<file path="config.mk">
export PLATFORM = sky130hd
export DESIGN_NAME = trb_pkt_dispatch
export DESIGN_NICKNAME = d
export VERILOG_FILES = /design/src/rtl/trb_pkt_dispatch.sv
export SDC_FILE = /design/constraint.sdc
export NUM_CORES = 1
export LEC_CHECK = 0
export BUFFER_PORTS_ARGS = -buffer_cell sky130_fd_sc_hd__clkbuf_2
export CAP_MARGIN = 20
export CORE_AREA = 2 2 429 431
export CTS_CLUSTER_DIAMETER = 100
export CTS_CLUSTER_SIZE = 40
export DETAILED_ROUTE_END_ITERATION = 16
export DIE_AREA = 0 0 431 433
export PLACE_DENSITY = 0.37
export SLEW_MARGIN = 20
export SYNTH_ARGS = -nofsm -noshare
export SYNTH_HDL_FRONTEND = slang
export SYNTH_SLANG_ARGS = --single-unit
export TNS_END_PERCENT = 30
</file>
<file path="constraint.sdc">
create_clock -name clk -period 17 [get_ports clk]
set_clock_uncertainty 0.05 [all_clocks]
set_input_delay 0 -clock clk [delete_from_list [all_inputs] [get_ports clk]]
set_output_delay 0 -clock clk [all_outputs]
set_load 0.01 [all_outputs]
</file>
<file path="src/rtl/trb_pkt_dispatch.sv">
// Ready-aware round-robin dispatcher: one bus stream to NUM_CH decoder lanes, one whole packet per grant.
// Latency 1 cycle in->out; in_ready follows the granted lane's ch_ready, so a stalled lane stalls the stream.
module trb_pkt_dispatch #(
  parameter int BUS       = 534,
  parameter int NUM_CH    = 2,
  parameter int PKT_WORDS = 25,
  parameter int CNT_W     = 16,
  localparam int CHW      = (NUM_CH > 1) ? $clog2(NUM_CH) : 1,
  localparam int WCW      = $clog2(PKT_WORDS)
) (
  input  logic              clk,
  input  logic              rst,
  input  logic [BUS-1:0]    in_data,
  input  logic              in_valid,
  output logic              in_ready,
  input  logic [NUM_CH-1:0] ch_ready,
  input  logic [NUM_CH-1:0] ch_mask,
  output logic [BUS-1:0]    out_data,
  output logic [NUM_CH-1:0] out_en,
  output logic              out_sop,
  output logic              out_eop,
  output logic [CHW-1:0]    cur_ch,
  output logic              busy,
  output logic [CNT_W-1:0]  pkt_cnt
);

  typedef enum logic {ST_ARB, ST_XFER} state_t;

  state_t            state;
  logic [CHW-1:0]    ptr;
  logic [CHW-1:0]    nxt_ch;
  logic [WCW-1:0]    word_cnt;
  logic [NUM_CH-1:0] eligible;
  logic [NUM_CH-1:0] grant_oh;
  logic              found;
  logic              grant_rdy;
  logic              accept;
  logic              last_word;

  assign eligible = ch_ready & ch_mask;

  // Priority by distance from the last served lane: ptr+1 first, ptr itself last.
  always_comb begin
    found  = 1'b0;
    nxt_ch = '0;
    for (int k = 1; k <= NUM_CH; k++) begin
      for (int j = 0; j < NUM_CH; j++) begin
        if (!found && eligible[j] && (j == (int'(ptr) + k) % NUM_CH)) begin
          found  = 1'b1;
          nxt_ch = CHW'(j);
        end
      end
    end
  end

  // cur_ch doubles as the grant register while in XFER.
  always_comb begin
    grant_oh  = '0;
    grant_rdy = 1'b0;
    for (int j = 0; j < NUM_CH; j++) begin
      if (CHW'(j) == cur_ch) begin
        grant_oh[j] = 1'b1;
        grant_rdy   = ch_ready[j];
      end
    end
  end

  assign in_ready  = (state == ST_XFER) && grant_rdy;
  assign accept    = in_valid && in_ready;
  assign last_word = (word_cnt == WCW'(PKT_WORDS - 1));
  assign busy      = (state == ST_XFER);

  always_ff @(posedge clk or posedge rst) begin
    if (rst) begin
      state    <= ST_ARB;
      ptr      <= CHW'(NUM_CH - 1);
      word_cnt <= '0;
      out_data <= '0;
      out_en   <= '0;
      out_sop  <= 1'b0;
      out_eop  <= 1'b0;
      cur_ch   <= '0;
      pkt_cnt  <= '0;
    end else begin
      out_en  <= '0;
      out_sop <= 1'b0;
      out_eop <= 1'b0;
      case (state)
        ST_ARB: begin
          if (found) begin
            cur_ch <= nxt_ch;
            state  <= ST_XFER;
          end
        end
        ST_XFER: begin
          if (accept) begin
            out_data <= in_data;
            out_en   <= grant_oh;
            out_sop  <= (word_cnt == '0);
            out_eop  <= last_word;
            if (last_word) begin
              word_cnt <= '0;
              ptr      <= cur_ch;
              pkt_cnt  <= pkt_cnt + 1'b1;
              state    <= ST_ARB;
            end else begin
              word_cnt <= word_cnt + 1'b1;
            end
          end
        end
        default: state <= ST_ARB;
      endcase
    end
  end

endmodule

</file>
==> impl_metrics.json <==
{
  "status": "completed",
  "ir_worst_vdd_v": 0.0000688,
  "pre_cts_ws_ps": 13140,
  "synth_area_um2": 21200,
  "track_usage": 0.120,
  "drtIter0Drc": 1109,
  "fin_crit_sh": 0.233,
  "relSlewSlack": 0.268,
  "place_area_um2": 29300,
  "cts_buffers": 37,
  "clk_pin_slew_ps": 120,
  "final_common_cell": "nand2_1",
  "ctsResizeCount": 0,
  "cts_buffer_depth": 3,
  "clk-insertion-delay-late_ps": 650,
  "drive_gt1_frac": 0.277,
  "yosys_register_bits": 562,
  "min_path_type": "primary input to register",
  "drc_errors": 0,
  "gp_congestion": 0.838,
  "utilization": 0.218,
  "leakagePower_nw": 20.8,
  "maxSlewViolCount": 0,
  "die_x_um": 431,
  "period_needed_ps": 3960,
  "start_kind": "register",
  "first_pass_iters": 5,
  "syn-instance-count": 2372,
  "via_count": 22900,
  "tightest_slew_ps": 1100,
  "post_drt_wl_per_cell_um": 17.4,
  "setup_slack_ps": 13040,
  "path_buf_inv": 2,
  "grt-ovfl-total": 0,
  "yosys_warnings": 0,
  "core_um2": 182000,
  "hold_ws_ps": 55.8,
  "die-height_um": 433,
  "final_cell_mix": "nand2_1, clkbuf_2, dlygate4sd3_1",
  "grt_pass1_wl_um": 165000,
  "cts_max_level": 2,
  "ant_nets": 0,
  "setup_viol": 0,
  "finalInstanceArea_um2": 39600,
  "endpoint_kind": "register",
  "cp_slowest_cell": "or2_4",
  "wl_um": 117000,
  "arrival_ps": 4500,
  "hpwlAfterDp_um": 87800,
  "avgSynthCellArea_um2": 8.95,
  "crit_chain": "mux2i_2 > or2_4 > buf_12 > buf_4 > nand2_1 > nand2_1",
  "path_class": "register to register",
  "cp_common_cell": "nand2_1",
  "fp-row-count": 157,
  "cp_top_family": "buffers and inverters",
  "fin_setup_tns_ps": 0,
  "clock-root-buffer": "clkbuf_16",
  "hold_violations": 0,
  "p_per_area_nw_per_um2": 103,
  "cts_tree": "done",
  "grt_pass1_vias": 23800,
  "synth_nets": 2916,
  "start_util": 0.117,
  "grt_max_degree": 166,
  "portBuffers": 1097,
  "rsz0062_at_grt": "false",
  "seqCellArea_um2": 14100,
  "antenna_found_initial": 27,
  "design.final.nets": 4829,
  "cts_setup_buffers": 0,
  "critPathMaxFanout": 165,
  "required_ps": 17540,
  "seq_area_frac_synth": 0.663,
  "fillers": 20100,
  "area_delta_synth_final_pct": 86.6,
  "cts_hold_buffers": 877,
  "fmax_ghz": 0.253,
  "multi_input_area_um2": 6570,
  "viasPerCell": 3.41,
  "netlist-cell-type-count": 35,
  "cts_sinks": 562,
  "die-area_um2": 187000,
  "drv_cap": 0,
  "cp_slowest_stage_delay_ps": 850,
  "ioPinCount": 1098
}
## cells in the mapped netlist
master,n,share of area
nand3b_1,2,0.00071
mux2_2,2,0.0011
nor2_4,1,0.00053
o211ai_1,1,0.00035
inv_1,6,0.0011
dfrtp_1,561,0.66
buf_6,6,0.0032
nand2b_1,1,0.00029
nor4_1,3,0.00088
and2_2,1,0.00035
mux2i_2,1,0.00065
nand4_1,8,0.0024
a311oi_1,1,0.00041
nand2_1,1615,0.29
nand4b_1,1,0.00041
or2_1,1,0.00029
nor2_1,7,0.0012
nand3_1,8,0.0019
and2_1,1,0.00029
a21oi_1,1,0.00024
and3_1,1,0.00029
buf_4,1,0.00035
dfstp_2,1,0.0012
nor4_2,1,0.00059
o21ai_0,5,0.0012
xor2_1,1,0.00041
clkbuf_1,37,0.0065
buf_2,61,0.014
a31oi_1,1,0.00029
xnor2_1,14,0.0058
nor3_2,1,0.00047
buf_1,15,0.0027
o31ai_1,1,0.00035
ha_1,3,0.0018
mux2_1,1,0.00053
## layout make-up
cell class                      count  share of cell area
Timing Repair Buffer             1994               0.365
Sequential cell                   562               0.355
Multi-Input combinational cell   1684               0.166
Tap cell                         2385              0.0753
Clock buffer                       37              0.0234
Clock inverter                     31              0.0137
Antenna cell                       13            0.000821
Inverter                            6            0.000758
## per-layer routing
layer,vias up,GRT usage,part of all wire
met2,688,0.202,0.49
li1,11000,-,-
met5,-,0,0.00073
met3,174,0.0464,0.086
met1,11000,0.137,0.39
met4,12,0.0467,0.040
## logic make-up after synthesis
family / Yosys count / synth area share
compound gates: 10 / 0.00283
simple gates: 1652 / 0.296
mux: 4 / 0.00224
xor+xnor: 15 / 0.00619
flops: 562 / 0.663
buf+inv: 126 / 0.0282
fa+ha+maj: 3 / 0.00177
## where the power goes
part / switching [mW] / total (mW) / internal [mW]
clock: 0.637 / 1.14 / 0.498
combinational: 0.696 / 1.17 / 0.478
sequential: 0.176 / 1.78 / 1.61
## through the flow
stage / cells / total power [mW]
after floorplan: 2372 / 2.23
after detailed placement: 5754 / 2.84
after global routing: 6707 / 4.36
after global placement: 5754 / 2.84
after CTS: 6699 / 4.18
final: 6712 / 4.09
## tightest hold or removal path, delay by kind of cell
family / cells / cell delay [ps]
AND/OR/NAND/NOR: 2 / 100
buffers and inverters: 2 / 630
## registers in the layout, summed over array words and instances, names as in the netlist
register  flops
pkt_cnt      16
out_eop       1
out_sop       1
cur_ch        1
out_data    534
out_en        2
word_cnt      5
busy          1
ptr           1
## path summary, 6_finish.rpt
| kind | startpoint | to | slack, ps | cells past startpoint |
|---|---|---|---|---|
| worst max-delay path | cur_ch | out_data[471] | 13040 | 6 |
| worst min-delay path | in_data[81] | out_data[81] | 60 | 4 |
| worst max register to register | cur_ch | out_data[471] | 13040 | 6 |
| worst min register to register | out_data[247] | out_data[247] | 430 | 2 |
| max in group asynchronous | rst | out_data[349] | 13550 | 7 |
| min in group asynchronous | rst | out_data[54] | 540 | 4 |
No activity file was read; power rests on OpenSTA's default activity.
